<file path="config.mk">
export PLATFORM = sky130hd
export DESIGN_NAME = uart_param
export DESIGN_NICKNAME = d
export VERILOG_FILES = /design/src/rtl/uart_pkg.sv /design/src/rtl/uart_rx_fifo.sv /design/src/rtl/uart_param.sv
export SDC_FILE = /design/constraint.sdc
export NUM_CORES = 1
export LEC_CHECK = 0
export BUFFER_PORTS_ARGS = -buffer_cell sky130_fd_sc_hd__buf_2
export CAP_MARGIN = 10
export CORE_MARGIN = 5
export CORE_UTILIZATION = 25
export CTS_CLUSTER_DIAMETER = 30
export DETAILED_ROUTE_END_ITERATION = 8
export SLEW_MARGIN = 20
export SYNTH_ARGS = -nofsm -noshare
export SYNTH_HDL_FRONTEND = slang
export SYNTH_SLANG_ARGS = --single-unit
</file>
<file path="constraint.sdc">
create_clock -name clk -period 7.4 [get_ports clk]
set_input_delay 0.74 -clock clk [delete_from_list [all_inputs] [get_ports clk]]
set_output_delay 0.74 -clock clk [all_outputs]
set_load 0.1 [all_outputs]
</file>
<file path="src/rtl/uart_pkg.sv">
// Shared definitions for the uart_param core.
//   uart_state_e : state encoding used by both the TX and RX FSMs
//   RxFlagBits   : per-character flag bits stored next to the data (frame, parity)
//   rx_entry_w() : width of one RX storage entry for a given data width
//   par_bit()    : parity bit generator (even when odd = 0, odd when odd = 1)
package uart_pkg;

  typedef enum logic [2:0] {
    StIdle,
    StStart,
    StData,
    StParity,
    StStop
  } uart_state_e;

  // Widest legal character; narrower data is zero-extended, which leaves XOR parity unchanged.
  localparam int unsigned MaxDataBits = 8;
  localparam int unsigned RxFlagBits  = 2;

  function automatic int unsigned rx_entry_w(input int unsigned data_bits);
    return data_bits + RxFlagBits;
  endfunction

  function automatic logic par_bit(input logic [MaxDataBits-1:0] data, input logic odd);
    return (^data) ^ odd;
  endfunction

endpackage

</file>
<file path="src/rtl/uart_rx_fifo.sv">
// Small synchronous FIFO holding received characters.
// Ports:
//   clk, reset : clock, asynchronous active-high reset
//   push       : write push_data (ignored when full unless a pop happens in the same cycle)
//   push_data  : entry to write
//   pop        : drop the head entry (ignored when empty)
//   full/empty : occupancy status
//   head       : oldest entry
module uart_rx_fifo #(
  parameter int unsigned Width = 10,
  parameter int unsigned Depth = 4
) (
  input  logic             clk,
  input  logic             reset,
  input  logic             push,
  input  logic [Width-1:0] push_data,
  input  logic             pop,
  output logic             full,
  output logic             empty,
  output logic [Width-1:0] head
);

  localparam int unsigned PtrW = $clog2(Depth);
  localparam logic [PtrW:0] PtrOne = 1;

  logic [Width-1:0] mem_q [Depth];
  logic [PtrW:0]    wptr_q, rptr_q;
  logic             do_push, do_pop;

  // Extra pointer MSB distinguishes full from empty when the indices match.
  assign empty   = (wptr_q == rptr_q);
  assign full    = (wptr_q[PtrW] != rptr_q[PtrW]) &&
                   (wptr_q[PtrW-1:0] == rptr_q[PtrW-1:0]);
  assign do_pop  = pop & ~empty;
  assign do_push = push & (~full | do_pop);
  assign head    = mem_q[rptr_q[PtrW-1:0]];

  always_ff @(posedge clk or posedge reset) begin
    if (reset) begin
      wptr_q <= '0;
      rptr_q <= '0;
      for (int unsigned i = 0; i < Depth; i++) begin
        mem_q[i] <= '0;
      end
    end else begin
      if (do_push) begin
        mem_q[wptr_q[PtrW-1:0]] <= push_data;
        wptr_q <= wptr_q + PtrOne;
      end
      if (do_pop) begin
        rptr_q <= rptr_q + PtrOne;
      end
    end
  end

endmodule

</file>
<file path="src/rtl/uart_param.sv">
// uart_param: parametrised UART core, one instance per serial channel.
// TX serialises d on wr; RX deserialises rxd into storage with frame/parity error flags.
// Optional feature macro UART_RXFIFO_EN: RX storage becomes an RXFIFO_DEPTH-entry FIFO
// (uart_rx_fifo); otherwise it is a single holding register.
// Ports:
//   clk, reset       : clock, asynchronous active-high reset
//   div              : bit period in clk cycles (>= 4)
//   nstop            : 1 = two TX stop bits
//   par_en, par_odd  : parity present / odd parity
//   d, wr, txrdy     : TX data, write strobe, TX idle
//   rd               : pop RX head, clear rxoverr
//   q, rxvalid       : RX head data, storage non-empty
//   rxoverr          : sticky overrun
//   rxframeer/rxparer: head entry stop-bit error / parity error
//   rxd, txd         : serial pins
module uart_param
  import uart_pkg::*;
#(
  parameter int unsigned DATA_BITS    = 8,
  parameter int unsigned DIV_BITS     = 16,
  parameter int unsigned RXFIFO_DEPTH = 4
) (
  input  logic                 clk,
  input  logic                 reset,
  input  logic [DIV_BITS-1:0]  div,
  input  logic                 nstop,
  input  logic                 par_en,
  input  logic                 par_odd,
  input  logic [DATA_BITS-1:0] d,
  input  logic                 wr,
  output logic                 txrdy,
  input  logic                 rd,
  output logic [DATA_BITS-1:0] q,
  output logic                 rxvalid,
  output logic                 rxoverr,
  output logic                 rxframeer,
  output logic                 rxparer,
  input  logic                 rxd,
  output logic                 txd
);

  localparam int unsigned         EntryW  = rx_entry_w(DATA_BITS);
  localparam logic [DIV_BITS-1:0] DivOne  = 1;
  localparam logic [3:0]          BitLast = 4'(DATA_BITS - 1);

  // ---------------------------------------------------------------- TX
  uart_state_e            tx_state_q, tx_state_d;
  logic [DIV_BITS-1:0]    tx_cnt_q, tx_cnt_d, tx_div_q, tx_div_d;
  logic [3:0]             tx_bit_q, tx_bit_d;
  logic [DATA_BITS-1:0]   tx_shift_q, tx_shift_d;
  logic                   tx_stop_q, tx_stop_d, tx_nstop_q, tx_nstop_d;
  logic                   tx_paren_q, tx_paren_d, tx_par_q, tx_par_d;
  logic                   txd_q, txd_d, tx_done;

  assign tx_done = (tx_cnt_q == tx_div_q - DivOne);

  always_comb begin
    tx_state_d = tx_state_q;
    tx_cnt_d   = tx_cnt_q;
    tx_div_d   = tx_div_q;
    tx_bit_d   = tx_bit_q;
    tx_shift_d = tx_shift_q;
    tx_stop_d  = tx_stop_q;
    tx_nstop_d = tx_nstop_q;
    tx_paren_d = tx_paren_q;
    tx_par_d   = tx_par_q;
    if (tx_state_q != StIdle) begin
      tx_cnt_d = tx_done ? '0 : tx_cnt_q + DivOne;
    end
    unique case (tx_state_q)
      StIdle: begin
        if (wr) begin
          // Frame configuration is frozen here for the whole character.
          tx_state_d = StStart;
          tx_cnt_d   = '0;
          tx_div_d   = div;
          tx_shift_d = d;
          tx_nstop_d = nstop;
          tx_paren_d = par_en;
          tx_par_d   = par_bit(MaxDataBits'(d), par_odd);
        end
      end
      StStart: begin
        if (tx_done) begin
          tx_state_d = StData;
          tx_bit_d   = '0;
        end
      end
      StData: begin
        if (tx_done) begin
          tx_shift_d = tx_shift_q >> 1;
          if (tx_bit_q == BitLast) begin
            tx_state_d = tx_paren_q ? StParity : StStop;
            tx_stop_d  = 1'b0;
          end else begin
            tx_bit_d = tx_bit_q + 4'd1;
          end
        end
      end
      StParity: begin
        if (tx_done) begin
          tx_state_d = StStop;
          tx_stop_d  = 1'b0;
        end
      end
      StStop: begin
        if (tx_done) begin
          if (tx_stop_q == tx_nstop_q) tx_state_d = StIdle;
          else                         tx_stop_d  = 1'b1;
        end
      end
      default: tx_state_d = StIdle;
    endcase

    // txd is registered from the next state so the pin is glitch-free.
    unique case (tx_state_d)
      StStart:  txd_d = 1'b0;
      StData:   txd_d = tx_shift_d[0];
      StParity: txd_d = tx_par_d;
      default:  txd_d = 1'b1;
    endcase
  end

  always_ff @(posedge clk or posedge reset) begin
    if (reset) begin
      tx_state_q <= StIdle;
      tx_cnt_q   <= '0;
      tx_div_q   <= '0;
      tx_bit_q   <= '0;
      tx_shift_q <= '0;
      tx_stop_q  <= 1'b0;
      tx_nstop_q <= 1'b0;
      tx_paren_q <= 1'b0;
      tx_par_q   <= 1'b0;
      txd_q      <= 1'b1;
    end else begin
      tx_state_q <= tx_state_d;
      tx_cnt_q   <= tx_cnt_d;
      tx_div_q   <= tx_div_d;
      tx_bit_q   <= tx_bit_d;
      tx_shift_q <= tx_shift_d;
      tx_stop_q  <= tx_stop_d;
      tx_nstop_q <= tx_nstop_d;
      tx_paren_q <= tx_paren_d;
      tx_par_q   <= tx_par_d;
      txd_q      <= txd_d;
    end
  end

  assign txd   = txd_q;
  assign txrdy = (tx_state_q == StIdle);

  // ---------------------------------------------------------------- RX
  uart_state_e            rx_state_q, rx_state_d;
  logic [DIV_BITS-1:0]    rx_cnt_q, rx_cnt_d, rx_div_q, rx_div_d;
  logic [3:0]             rx_bit_q, rx_bit_d;
  logic [DATA_BITS-1:0]   rx_shift_q, rx_shift_d;
  logic                   rx_paren_q, rx_paren_d, rx_parodd_q, rx_parodd_d;
  logic                   rx_parbit_q, rx_parbit_d;
  logic                   rx_meta_q, rx_sync_q, rx_prev_q;
  logic                   rx_edge, rx_fall, rx_samp, rx_push;
  logic [EntryW-1:0]      push_entry;

  assign rx_edge = rx_sync_q ^ rx_prev_q;
  assign rx_fall = rx_prev_q & ~rx_sync_q;
  assign rx_samp = (rx_cnt_q == (rx_div_q >> 1) - DivOne);

  always_comb begin
    rx_state_d  = rx_state_q;
    rx_div_d    = rx_div_q;
    rx_bit_d    = rx_bit_q;
    rx_shift_d  = rx_shift_q;
    rx_paren_d  = rx_paren_q;
    rx_parodd_d = rx_parodd_q;
    rx_parbit_d = rx_parbit_q;
    rx_push     = 1'b0;
    // Resynchronise the bit timer on every line transition.
    if (rx_state_q == StIdle || rx_edge || rx_cnt_q == rx_div_q - DivOne) rx_cnt_d = '0;
    else                                                                   rx_cnt_d = rx_cnt_q + DivOne;
    unique case (rx_state_q)
      StIdle: begin
        if (rx_fall) begin
          rx_state_d  = StStart;
          rx_div_d    = div;
          rx_paren_d  = par_en;
          rx_parodd_d = par_odd;
        end
      end
      StStart: begin
        if (rx_samp) begin
          rx_state_d = rx_sync_q ? StIdle : StData;
          rx_bit_d   = '0;
        end
      end
      StData: begin
        if (rx_samp) begin
          rx_shift_d = {rx_sync_q, rx_shift_q[DATA_BITS-1:1]};
          if (rx_bit_q == BitLast) rx_state_d = rx_paren_q ? StParity : StStop;
          else                     rx_bit_d   = rx_bit_q + 4'd1;
        end
      end
      StParity: begin
        if (rx_samp) begin
          rx_parbit_d = rx_sync_q;
          rx_state_d  = StStop;
        end
      end
      StStop: begin
        if (rx_samp) begin
          rx_push    = 1'b1;
          rx_state_d = StIdle;
        end
      end
      default: rx_state_d = StIdle;
    endcase
  end

  assign push_entry = {rx_shift_q, ~rx_sync_q,
                       rx_paren_q & (rx_parbit_q != par_bit(MaxDataBits'(rx_shift_q), rx_parodd_q))};

  always_ff @(posedge clk or posedge reset) begin
    if (reset) begin
      rx_meta_q   <= 1'b1;
      rx_sync_q   <= 1'b1;
      rx_prev_q   <= 1'b1;
      rx_state_q  <= StIdle;
      rx_cnt_q    <= '0;
      rx_div_q    <= '0;
      rx_bit_q    <= '0;
      rx_shift_q  <= '0;
      rx_paren_q  <= 1'b0;
      rx_parodd_q <= 1'b0;
      rx_parbit_q <= 1'b0;
    end else begin
      rx_meta_q   <= rxd;
      rx_sync_q   <= rx_meta_q;
      rx_prev_q   <= rx_sync_q;
      rx_state_q  <= rx_state_d;
      rx_cnt_q    <= rx_cnt_d;
      rx_div_q    <= rx_div_d;
      rx_bit_q    <= rx_bit_d;
      rx_shift_q  <= rx_shift_d;
      rx_paren_q  <= rx_paren_d;
      rx_parodd_q <= rx_parodd_d;
      rx_parbit_q <= rx_parbit_d;
    end
  end

  // ---------------------------------------------------------------- RX storage
  logic              st_full, st_empty, rx_overrun, rxoverr_q;
  logic [EntryW-1:0] head;

`ifdef UART_RXFIFO_EN
  uart_rx_fifo #(
    .Width(EntryW),
    .Depth(RXFIFO_DEPTH)
  ) u_rx_fifo (
    .clk      (clk),
    .reset    (reset),
    .push     (rx_push),
    .push_data(push_entry),
    .pop      (rd),
    .full     (st_full),
    .empty    (st_empty),
    .head     (head)
  );
`else
  logic              hold_valid_q, hold_valid_d;
  logic [EntryW-1:0] hold_q, hold_d;

  always_comb begin
    hold_valid_d = hold_valid_q;
    hold_d       = hold_q;
    if (rd) hold_valid_d = 1'b0;
    // A read in the same cycle frees the slot for the incoming character.
    if (rx_push && (!hold_valid_q || rd)) begin
      hold_d       = push_entry;
      hold_valid_d = 1'b1;
    end
  end

  always_ff @(posedge clk or posedge reset) begin
    if (reset) begin
      hold_valid_q <= 1'b0;
      hold_q       <= '0;
    end else begin
      hold_valid_q <= hold_valid_d;
      hold_q       <= hold_d;
    end
  end

  assign st_full  = hold_valid_q;
  assign st_empty = ~hold_valid_q;
  assign head     = hold_q;
`endif

  assign rx_overrun = rx_push & st_full & ~rd;

  always_ff @(posedge clk or posedge reset) begin
    if (reset) rxoverr_q <= 1'b0;
    else       rxoverr_q <= rx_overrun | (rxoverr_q & ~rd);
  end

  assign rxvalid   = ~st_empty;
  assign rxoverr   = rxoverr_q;
  assign q         = head[EntryW-1:RxFlagBits];
  assign rxframeer = head[1];
  assign rxparer   = head[0];

endmodule
</file>
======== Word-level counts from Yosys, hierarchy flattened ========
Index checks and enable logic that the tools add are counted.
word-level totals
  bits in registers ....................... 117
  latch bits .............................. 0
  memory bits (writable) .................. 0
  bits in read-only memories .............. 0
  word-level logic and storage cells ...... 147
  memories ................................ 0
operators by class
  add/sub/neg operators ................... 7
  $mul .................................... 0
  div/mod/pow operators ................... 0
  $lt $le $gt $ge ......................... 0
  equality and inequality tests ........... 33
  shift-type cells ........................ 0
  muxes and demuxes ....................... 47
  bitwise logic cells ..................... 11
  reductions and logical operators ........ 24
operators with widths
  operator                                                               number
  16-bit two-way mux                                                     5
  16-bit equality test                                                   3
  3-bit two-way mux                                                      15
  16-bit by 1-bit adder with 16-bit output, second input constant        2
  16-bit by 1-bit subtractor with 16-bit output, second input constant   2
  2-bit inequality test, second input constant                           15
  3-bit case mux with 5 select lines                                     2
  4-bit two-way mux                                                      6
  3-bit by 2-bit equality test with 1-bit output, second input constant  6
  8-bit two-way mux                                                      2
  4-bit case mux with 2 select lines                                     2
  8-bit case mux with 2 select lines                                     1
  8-bit XOR reduction                                                    2
  15-bit by 1-bit subtractor with 16-bit output, second input constant   1
  6-bit AND reduction                                                    2
  1-bit two-way mux                                                      11
  3-bit by 1-bit equality test with 1-bit output, second input constant  3
  4-bit by 1-bit adder with 4-bit output, second input constant          2
  4-bit by 3-bit equality test with 1-bit output, second input constant  2
  2-bit AND reduction                                                    4
  4-bit AND reduction                                                    2
  2-bit nonzero test                                                     4
  3-bit equality test, second input constant                             2
  3-bit zero test                                                        2
  other kinds (13)                                                       24

======== Depth between registers and ports, before layout ========
Gate-level depths: netlist of the first run.
  depth after elaboration ................. 7
  gate-level depth with buffers ........... 13
  gate-level depth less buffers ........... 10

======== Worst setup path before layout of the first run ========
No wires, ideal clock.
  path type ............................... register to register
  start point ............................. register tx_state_q[0]
  end point ............................... register tx_cnt_q[10]
  data arrival time ....................... 4,134 ps
  data required time ...................... 7,279 ps
  path slack .............................. 3,144 ps
  cell stages (with the launch flop) ...... 7
  clock period less this slack ............ 4,256 ps
  cell sequence ........................... dfrtp_1 clkbuf_1 nor3_1 nand2_1 o21ai_1 buf_2 nor2_1
RTL lines
  element                   line               text
  start: declaration        uart_param.sv:47   uart_state_e tx_state_q, tx_state_d;
  start signal: assignment  uart_param.sv:126  tx_state_q <= StIdle;
  start signal: assignment  uart_param.sv:137  tx_state_q <= tx_state_d;
  3-bit zero test           -
  named net txrdy           uart_param.sv:31   output logic txrdy,
  16-bit two-way mux        uart_param.sv:70   unique case (tx_state_q)
  named net tx_cnt_d[10]    uart_param.sv:48   logic [DIV_BITS-1:0] tx_cnt_q, tx_cnt_d, tx_div_q, tx_div_d;
  end signal: assignment    uart_param.sv:138  tx_cnt_q <= tx_cnt_d;
  end: declaration          uart_param.sv:48
The timed path passes the listed nets, and every way through them passes these cells.
A chain may end at the register's enable or synchronous reset.

======== Worst setup path after layout of the first run ========
  start point ............................. register rx_div_q[2]
  end point ............................... register hold_q[5], in the netlist head[5]
on the way
  cells in the longest elaborated chain, start to end .. 5
RTL lines
  element                                        line               text
  start: declaration                             uart_param.sv:155  logic [DIV_BITS-1:0] rx_cnt_q, rx_cnt_d, rx_div_q, rx_div_d;
  start signal: assignment                       uart_param.sv:240  rx_div_q <= rx_div_d;
  15-bit by 1-bit subtractor with 16-bit output  uart_param.sv:166  assign rx_samp = (rx_cnt_q == (rx_div_q >> 1) - DivOne);
  16-bit equality test                           uart_param.sv:166
  1-bit two-way mux                              uart_param.sv:209  if (rx_samp) begin
  1-bit two-way mux                              uart_param.sv:180  unique case (rx_state_q)
  1-bit logical AND                              uart_param.sv:276  if (rx_push && (!hold_valid_q || rd)) begin
  end signal: assignment                         uart_param.sv:288  hold_q <= hold_d;
  end: declaration                               uart_param.sv:269  logic [EntryW-1:0] hold_q, hold_d;
Every way passes these cells.

==> impl_metrics.py, run 1 <==
metrics = {
    "sta": {
        "fin_crit_sh_pct": 55.7,
        "tightestPinTransition_ps": 1070,
        "slew_headroom_pct": 28.3,
        "final.min_clock_period_ps": 4120,
        "fmax_mhz": 243,
        "finalHoldViolCount": 0,
        "fin_tns_setup_ps": 0,
        "slew_violations": 0,
        "finalSetupViolations": 0,
        "finClkSkew_ps": 9.78,
        "rsz0062_at_grt": "no",
    },
    "power_and_ir_drop": {
        "p_comb_share_pct": 18.2,
        "p_sw_share_pct": 29.7,
        "power_switching_uw": 610,
        "seq_power_share_pct": 39.9,
        "p_leak_nw": 3.54,
        "power.density_mw_per_mm2": 254,
        "peakVddDrop_v": 0.000219,
        "clockPowerShare_pct": 42.0,
        "p_int_mw": 1.45,
    },
    "drt": {
        "firstDrtPassIters": 5,
        "vias": 5386,
        "drt_wl_total_um": 15700,
        "vias_per_cell": 4.66,
        "first_iter_violations": 335,
        "antenna_left": 0,
        "drc": 0,
        "routedWlPerCell_um": 13.6,
    },
    "clocking": {
        "clkTransAtPathRegs_ps": 60,
        "postCtsSetupRepairBufs": 0,
        "clockBufferDepth": 2,
        "tritoncts": "built",
        "cts_buffers": 17,
        "clkSinkCount": 117,
        "clk_latency_ps": 420,
        "cts_hold_buf": 0,
        "cts-root-buf": "clkbuf_16",
        "htree_levels": 4,
        "cts_resized": 0,
    },
    "synthesis": {
        "syn_avg_cell_area_sq_um": 9.29,
        "syn-num-nets": 784,
        "ys_ff_latch": 117,
        "synth-async-reset-ratio_pct": 100,
        "synth_area_sq_mm": 0.00690,
        "ys.flop_type": "dfrtp_1",
        "syn-instance-count": 743,
        "yosysWarnings": 0,
        "synth_edf_count": 0,
        "yosysUniqueCellTypes": 61,
        "synth_seq_area_share_pct": 42.5,
    },
    "worst_setup_path": {
        "crit_buf_inv": 1,
        "path_delay_family": "simple AND/OR/NAND/NOR gates",
        "crit_type": "reg2reg",
        "cp.arrival_ps": 4430,
        "worstPathMaxFanout": 15,
        "crit_path_cell_trace": "inv_1 > ha_1 > nor4b_1 > nand2_1 > xnor2_1 > nor4_1 > nand4_1 > or4_1 > nor3_4 > mux2_2",
        "critPathMaxStageDelay_ps": 730,
        "end_kind": "register",
        "crit_slowest_cell": "nor4b_1",
        "startpoint_type": "register",
        "worstPathRequired_ps": 7710,
    },
    "final_layout": {
        "nets": 810,
        "layout_common_cells": "113 x dfrtp_1, 91 x nand2_1, 70 x nor2_1, 56 x xnor2_1",
        "syn_to_final_growth_pct": 17.3,
        "n_fill_cell": 2887,
        "multi_input_area_sq_mm": 0.00374,
        "design_area_sq_mm": 0.00810,
        "mostFrequentLayoutCell": "dfrtp_1",
        "drive_gt1_share_pct": 17.3,
        "register_area_sq_mm": 0.00293,
    },
    "global_route": {
        "grt_pass1_vias": 5195,
        "global_route.overflow_total": 0,
        "track_usage_pct": 10.3,
        "grt_pass1_wl_um": 26200,
        "grt_max_degree": 74,
        "antenna_found_initial": 4,
    },
    "placed_design": {
        "gp_congestion": 0.832,
        "dpl_cell_area_sq_mm": 0.00746,
        "port_buffers": 45,
        "place_hpwl_um": 11400,
    },
    "floorplanning": {
        "die_area_sq_mm": 0.0310,
        "die_h_um": 176,
        "coreArea_sq_mm": 0.0271,
        "pin_count": 46,
        "start_util_pct": 25.5,
        "fp.dieW_um": 176,
        "rows": 60,
    },
    "flow_run": {
        "max_cap_violations": 0,
    },
    "worst_hold_path": {
        "holdCritPathClass": "reg2reg",
    },
    "run_status": {
        "status": "complete, no violations",
    },
}
==> cell families after synthesis <==
family | Yosys count | share of synthesized area (%)
mux | 45 | 7.13
xor+xnor | 102 | 13.2
compound gates | 100 | 9.38
simple gates | 310 | 22.7
fa+ha+maj | 9 | 1.63
buf+inv | 60 | 3.52
flops | 117 | 42.5
==> worst reg2reg max path, cell delays in order (launching register included) <==
cell	delay, ps
dfrtp_1	410
inv_1	120
ha_1	340
nor4b_1	740
nand2_1	150
xnor2_1	160
nor4_1	250
nand4_1	160
or4_1	720
nor3_4	560
mux2_2	400
==> per-stage QoR <==
step	hold slack, ps	setup WS [ps]	cells	utilization (%)	power, mW
2_1_floorplan	345	3140	743	-	1.12
3_3_place_gp	349	3380	1122	27.5	1.19
3_5_place_dp	353	3270	1122	27.5	1.20
4_1_cts	361	3270	1154	29.9	2.08
5_1_grt	365	2980	1155	29.9	2.16
6_report	361	3280	1156	29.9	2.06
==> registers in the layout, summed over array words and instances, names as in the netlist, 3 cells and up <==
| name | flops |
|---|---|
| head | 10 |
| rx_bit_q | 4 |
| rx_cnt_q | 16 |
| rx_div_q | 16 |
| rx_shift_q | 8 |
| rx_state_q | 3 |
| tx_bit_q | 4 |
| tx_cnt_q | 16 |
| tx_div_q | 16 |
| tx_shift_q | 8 |
| tx_state_q | 3 |
==> layout make-up <==
cell class              count  share of cell area (%)
repair buffers             48                    3.06
multi-input cells         566                    46.2
well taps                 372                    5.75
flip-flops and latches    117                    36.2
clock inverters            10                    1.79
inverters                  19                   0.912
diodes                      2                  0.0618
clock buffers              22                    5.98
==> cell usage after synthesis, types with 17 or more instances <==
library cell | count | share of area (%)
o21ai_0 | 31 | 2.2
nand2_1 | 91 | 5.0
clkbuf_1 | 27 | 1.5
xor2_1 | 45 | 5.7
xnor2_1 | 56 | 7.1
and3_1 | 18 | 1.6
nand3_1 | 37 | 2.7
inv_1 | 19 | 1.0
mux2_2 | 32 | 5.2
nor2_1 | 70 | 3.8
nor3_1 | 17 | 1.2
dfrtp_1 | 113 | 41
==> metal layers <==
layer  GRT usage (%)  up-vias  part of all wire [%]  routed length (um)
met4            2.76        4                  0.93                 146
met1            14.9     2591                    51                8020
met3            3.53       16                   5.7                 889
met5               0        -                  0.17                  27
met2            14.8      121                    42                6610
li1                -     2654                     -                   -
==> final timing paths <==
path / startpoint / end / slack [ps] / depth (start not counted)
worst max-delay path: rx_div_q[2]$_DFFE_PP0P_ / head[5]$_DFFE_PP0P_ / 3280 / 10
worst min-delay path: rx_meta_q$_DFF_PP1_ / rx_sync_q$_DFF_PP1_ / 360 / 0
worst max register to register: rx_div_q[2]$_DFFE_PP0P_ / head[5]$_DFFE_PP0P_ / 3280 / 10
worst min register to register: rx_meta_q$_DFF_PP1_ / rx_sync_q$_DFF_PP1_ / 360 / 0
max in group asynchronous: reset / rx_cnt_q[0]$_DFF_PP0_ / 5660 / 3
min in group asynchronous: reset / tx_shift_q[7]$_DFFE_PP0P_ / 380 / 2
==> power by group through the flow <==
| stage | Sequential, mW | Combinational (mW) | Clock [mW] |
|---|---|---|---|
| after global routing | 0.833 | 0.416 | 0.913 |
| final | 0.820 | 0.373 | 0.863 |
| after CTS | 0.820 | 0.376 | 0.880 |
| after floorplan | 0.746 | 0.373 | 0 |
| after global placement | 0.827 | 0.368 | 0 |
| after detailed placement | 0.830 | 0.372 | 0 |
Power figures use the tool's default switching activity.
==> inputs of run 2 (changes only) <==
Settings changed: ABC_AREA set to 1.
Clock period 7.4 ns to 3.9 ns, I/O delays scaled along.
==> impl_metrics.py, run 2 <==
metrics = {
    "run_status": {
        "status": "complete, no violations",
    },
    "sta": {
        "fmax_mhz": 355,
        "rsz0062_at_grt": "no",
        "hold-worst-slack_ps": 63.5,
        "finClkSkew_ps": 10.8,
        "slew_headroom_pct": 30.9,
        "fin_tns_setup_ps": 0,
        "finalHoldViolCount": 0,
        "fin_crit_sh_pct": 72.3,
        "finalSetupViolations": 0,
        "slew_violations": 0,
        "fin_ws_ps": 1080,
        "final.min_clock_period_ps": 2820,
        "tightestPinTransition_ps": 1040,
    },
    "worst_setup_path": {
        "path_delay_family": "simple AND/OR/NAND/NOR gates",
        "worstPathMaxFanout": 20,
        "crit_path_cell_trace": "inv_1 > ha_1 > nand2_2 > nor2_4 > nand2_1 > xor2_1 > nand2_1 > nor3_1 > nand3_1 > inv_2 > nand3_1 > nand2_1 > o21ai_1",
        "cpMostUsedCell": "nand2_1",
        "crit_type": "reg2reg",
        "rr_startpoint": "rx_div_q[1]$_DFFE_PP0P_",
        "startpoint_type": "register",
        "end_kind": "register",
        "critPathMaxStageDelay_ps": 470,
        "crit_buf_inv": 2,
        "crit_slowest_cell": "nand3_1",
        "worstPathRequired_ps": 4180,
        "crit_path_start": "rx_div_q[1]$_DFFE_PP0P_",
        "cp.arrival_ps": 3100,
    },
    "global_route": {
        "grt_pass1_vias": 5716,
        "global_route.overflow_total": 0,
        "grt_pass1_wl_um": 28300,
        "track_usage_pct": 11.1,
        "antenna_found_initial": 0,
        "grt_max_degree": 69,
    },
    "floorplanning": {
        "start_util_pct": 25.5,
        "coreArea_sq_mm": 0.0280,
        "rows": 61,
        "die_area_sq_mm": 0.0320,
        "pin_count": 46,
        "die_h_um": 179,
        "fp.dieW_um": 179,
    },
    "synthesis": {
        "synth-async-reset-ratio_pct": 100,
        "synth_edf_count": 0,
        "synth_seq_area_share_pct": 41.1,
        "syn-num-nets": 962,
        "yosys.area.top_type": "dfrtp_1",
        "syn_avg_cell_area_sq_um": 7.74,
        "ys.flop_type": "dfrtp_1",
        "synth_area_leaders": "dfrtp_1 40%, nand2_1 11%, inv_1 6.5%",
        "yosysUniqueCellTypes": 44,
        "ys_ff_latch": 117,
        "syn-instance-count": 921,
        "yosysWarnings": 0,
        "synth_top_area_share_pct": 39.7,
        "synthTopCellsByCount": "205 x nand2_1, 124 x inv_1, 113 x dfrtp_1",
        "synth_area_sq_mm": 0.00713,
        "synth_most_common_cell": "nand2_1",
    },
    "final_layout": {
        "layout_common_cells": "205 x nand2_1, 123 x inv_1, 113 x dfrtp_1, 101 x nor2_1, 54 x nand3_1",
        "syn_to_final_growth_pct": 17.8,
        "drive_gt1_share_pct": 14.5,
        "mostFrequentLayoutCell": "nand2_1",
        "multi_input_area_sq_mm": 0.00362,
        "register_area_sq_mm": 0.00293,
        "nets": 1012,
        "n_fill_cell": 2958,
        "antenna_cells": 0,
    },
    "clocking": {
        "tritoncts": "built",
        "cts-root-buf": "clkbuf_16",
        "cts_hold_buf": 0,
        "cts_resized": 0,
        "postCtsSetupRepairBufs": 0,
        "htree_levels": 4,
        "clkSinkCount": 117,
        "clkTransAtPathRegs_ps": 60,
        "clk_latency_ps": 420,
        "cts_buffers": 17,
        "clockBufferDepth": 2,
    },
    "drt": {
        "routedWlPerCell_um": 12.4,
        "drc": 0,
        "vias_per_cell": 4.30,
        "first_iter_violations": 326,
        "vias": 5856,
        "antenna_left": 0,
        "firstDrtPassIters": 5,
        "drt_wl_total_um": 16900,
    },
    "placed_design": {
        "place_hpwl_um": 13100,
        "port_buffers": 45,
        "gp_congestion": 0.870,
        "pre_cts_slack_ps": 1060,
    },
    "flow_run": {
        "max_cap_violations": 0,
    },
    "worst_hold_path": {
        "holdCritPathClass": "in2async",
    },
    "power_and_ir_drop": {
        "p_comb_share_pct": 31.1,
        "power_switching_mw": 1.73,
        "power.density_mw_per_mm2": 563,
        "p_int_mw": 2.99,
        "peakVddDrop_v": 0.000371,
        "p_sw_share_pct": 36.7,
        "p_leak_nw": 3.97,
        "p_total_mw": 4.73,
        "seq_power_share_pct": 34.0,
        "clockPowerShare_pct": 34.9,
    },
}
## run 2: changes by cell type in the layout (fill, tap and decap cells not counted), moves of 15 or more
cell / previous run / this run
xnor2_1: 56 / 41
and3_1: 18 / 0
nor2_1: 70 / 101
nor2_2: 1 / 17
mux2_2: 32 / 9
nand3_1: 37 / 54
o21ai_0: 31 / 50
inv_1: 18 / 123
nand2_1: 91 / 205
## run 2: path summary, 6_finish.rpt
path / endpoint / slack, ps / cells past startpoint
hold / removal: rx_cnt_q[0]$_DFF_PP0_ / 60 / 2
max in group asynchronous: txd$_DFF_PP1_ / 3010 / 3
hold reg to reg: rx_sync_q$_DFF_PP1_ / 350 / 0
min in group clk: rx_meta_q$_DFF_PP1_ / 80 / 1
setup reg to reg: head[8]$_DFFE_PP0P_ / 1080 / 13
setup / recovery: head[8]$_DFFE_PP0P_ / 1080 / 13
## run 2: logic make-up (layout without fill, tap and decap cells)
logic type	after synthesis	in the layout	share of synthesized area, %
mux	10	10	1.56
simple gates	437	437	27.6
fa+ha+maj	9	9	1.58
buf+inv	147	210	8.19
xor+xnor	93	93	11.4
flops	117	117	41.1
compound gates	108	108	8.53
## run 2: power groups by stage
| stage | Clock (mW) | Combinational (mW) | Sequential [mW] |
|---|---|---|---|
| after floorplan | 0 | 1.21 | 1.58 |
| after global placement | 0 | 1.46 | 1.63 |
| after detailed placement | 0 | 1.47 | 1.63 |
| after CTS | 1.69 | 1.48 | 1.61 |
| after global routing | 1.73 | 1.67 | 1.64 |
| final | 1.65 | 1.47 | 1.61 |
## run 2: worst register-to-register path: cells and delay by family (launching register included)
kind / cells / cell delay (ps)
AOI/OAI and AO/OA: 1 / 80
xor gates and xnor gates: 1 / 140
adders and majority gates: 1 / 280
buffers and inverters: 2 / 260
DFF: 1 / 390
and+or+nand+nor: 8 / 1530
## run 2: per-layer routing
layer  up-vias  global-route usage [%]  wire length (um)
met4         0                    5.34               544
met5         -                       0                 0
met3        31                    2.13               466
li1       3010                       -                 -
met1      2731                    13.8              7660
met2        84                    18.5              8280
## run 2: stage by stage
step / cell area [sq um] / std cells / util [%]
global route: 8400 / 1362 / 30.0
finish: 8400 / 1362 / 30.0
detailed placement: 7780 / 1330 / 27.8
global placement: 7780 / 1330 / 27.8
CTS: 8400 / 1362 / 30.0
floorplan: 7130 / 921 / -
## run 2: final cells by class
cell class	count	area share, %
clock inverter	15	2.32
sequential	117	34.9
timing repair buffer	50	3.28
clock buffer	17	5.06
multi-input combinational	657	43.1
inverter	128	5.75
tap	378	5.63
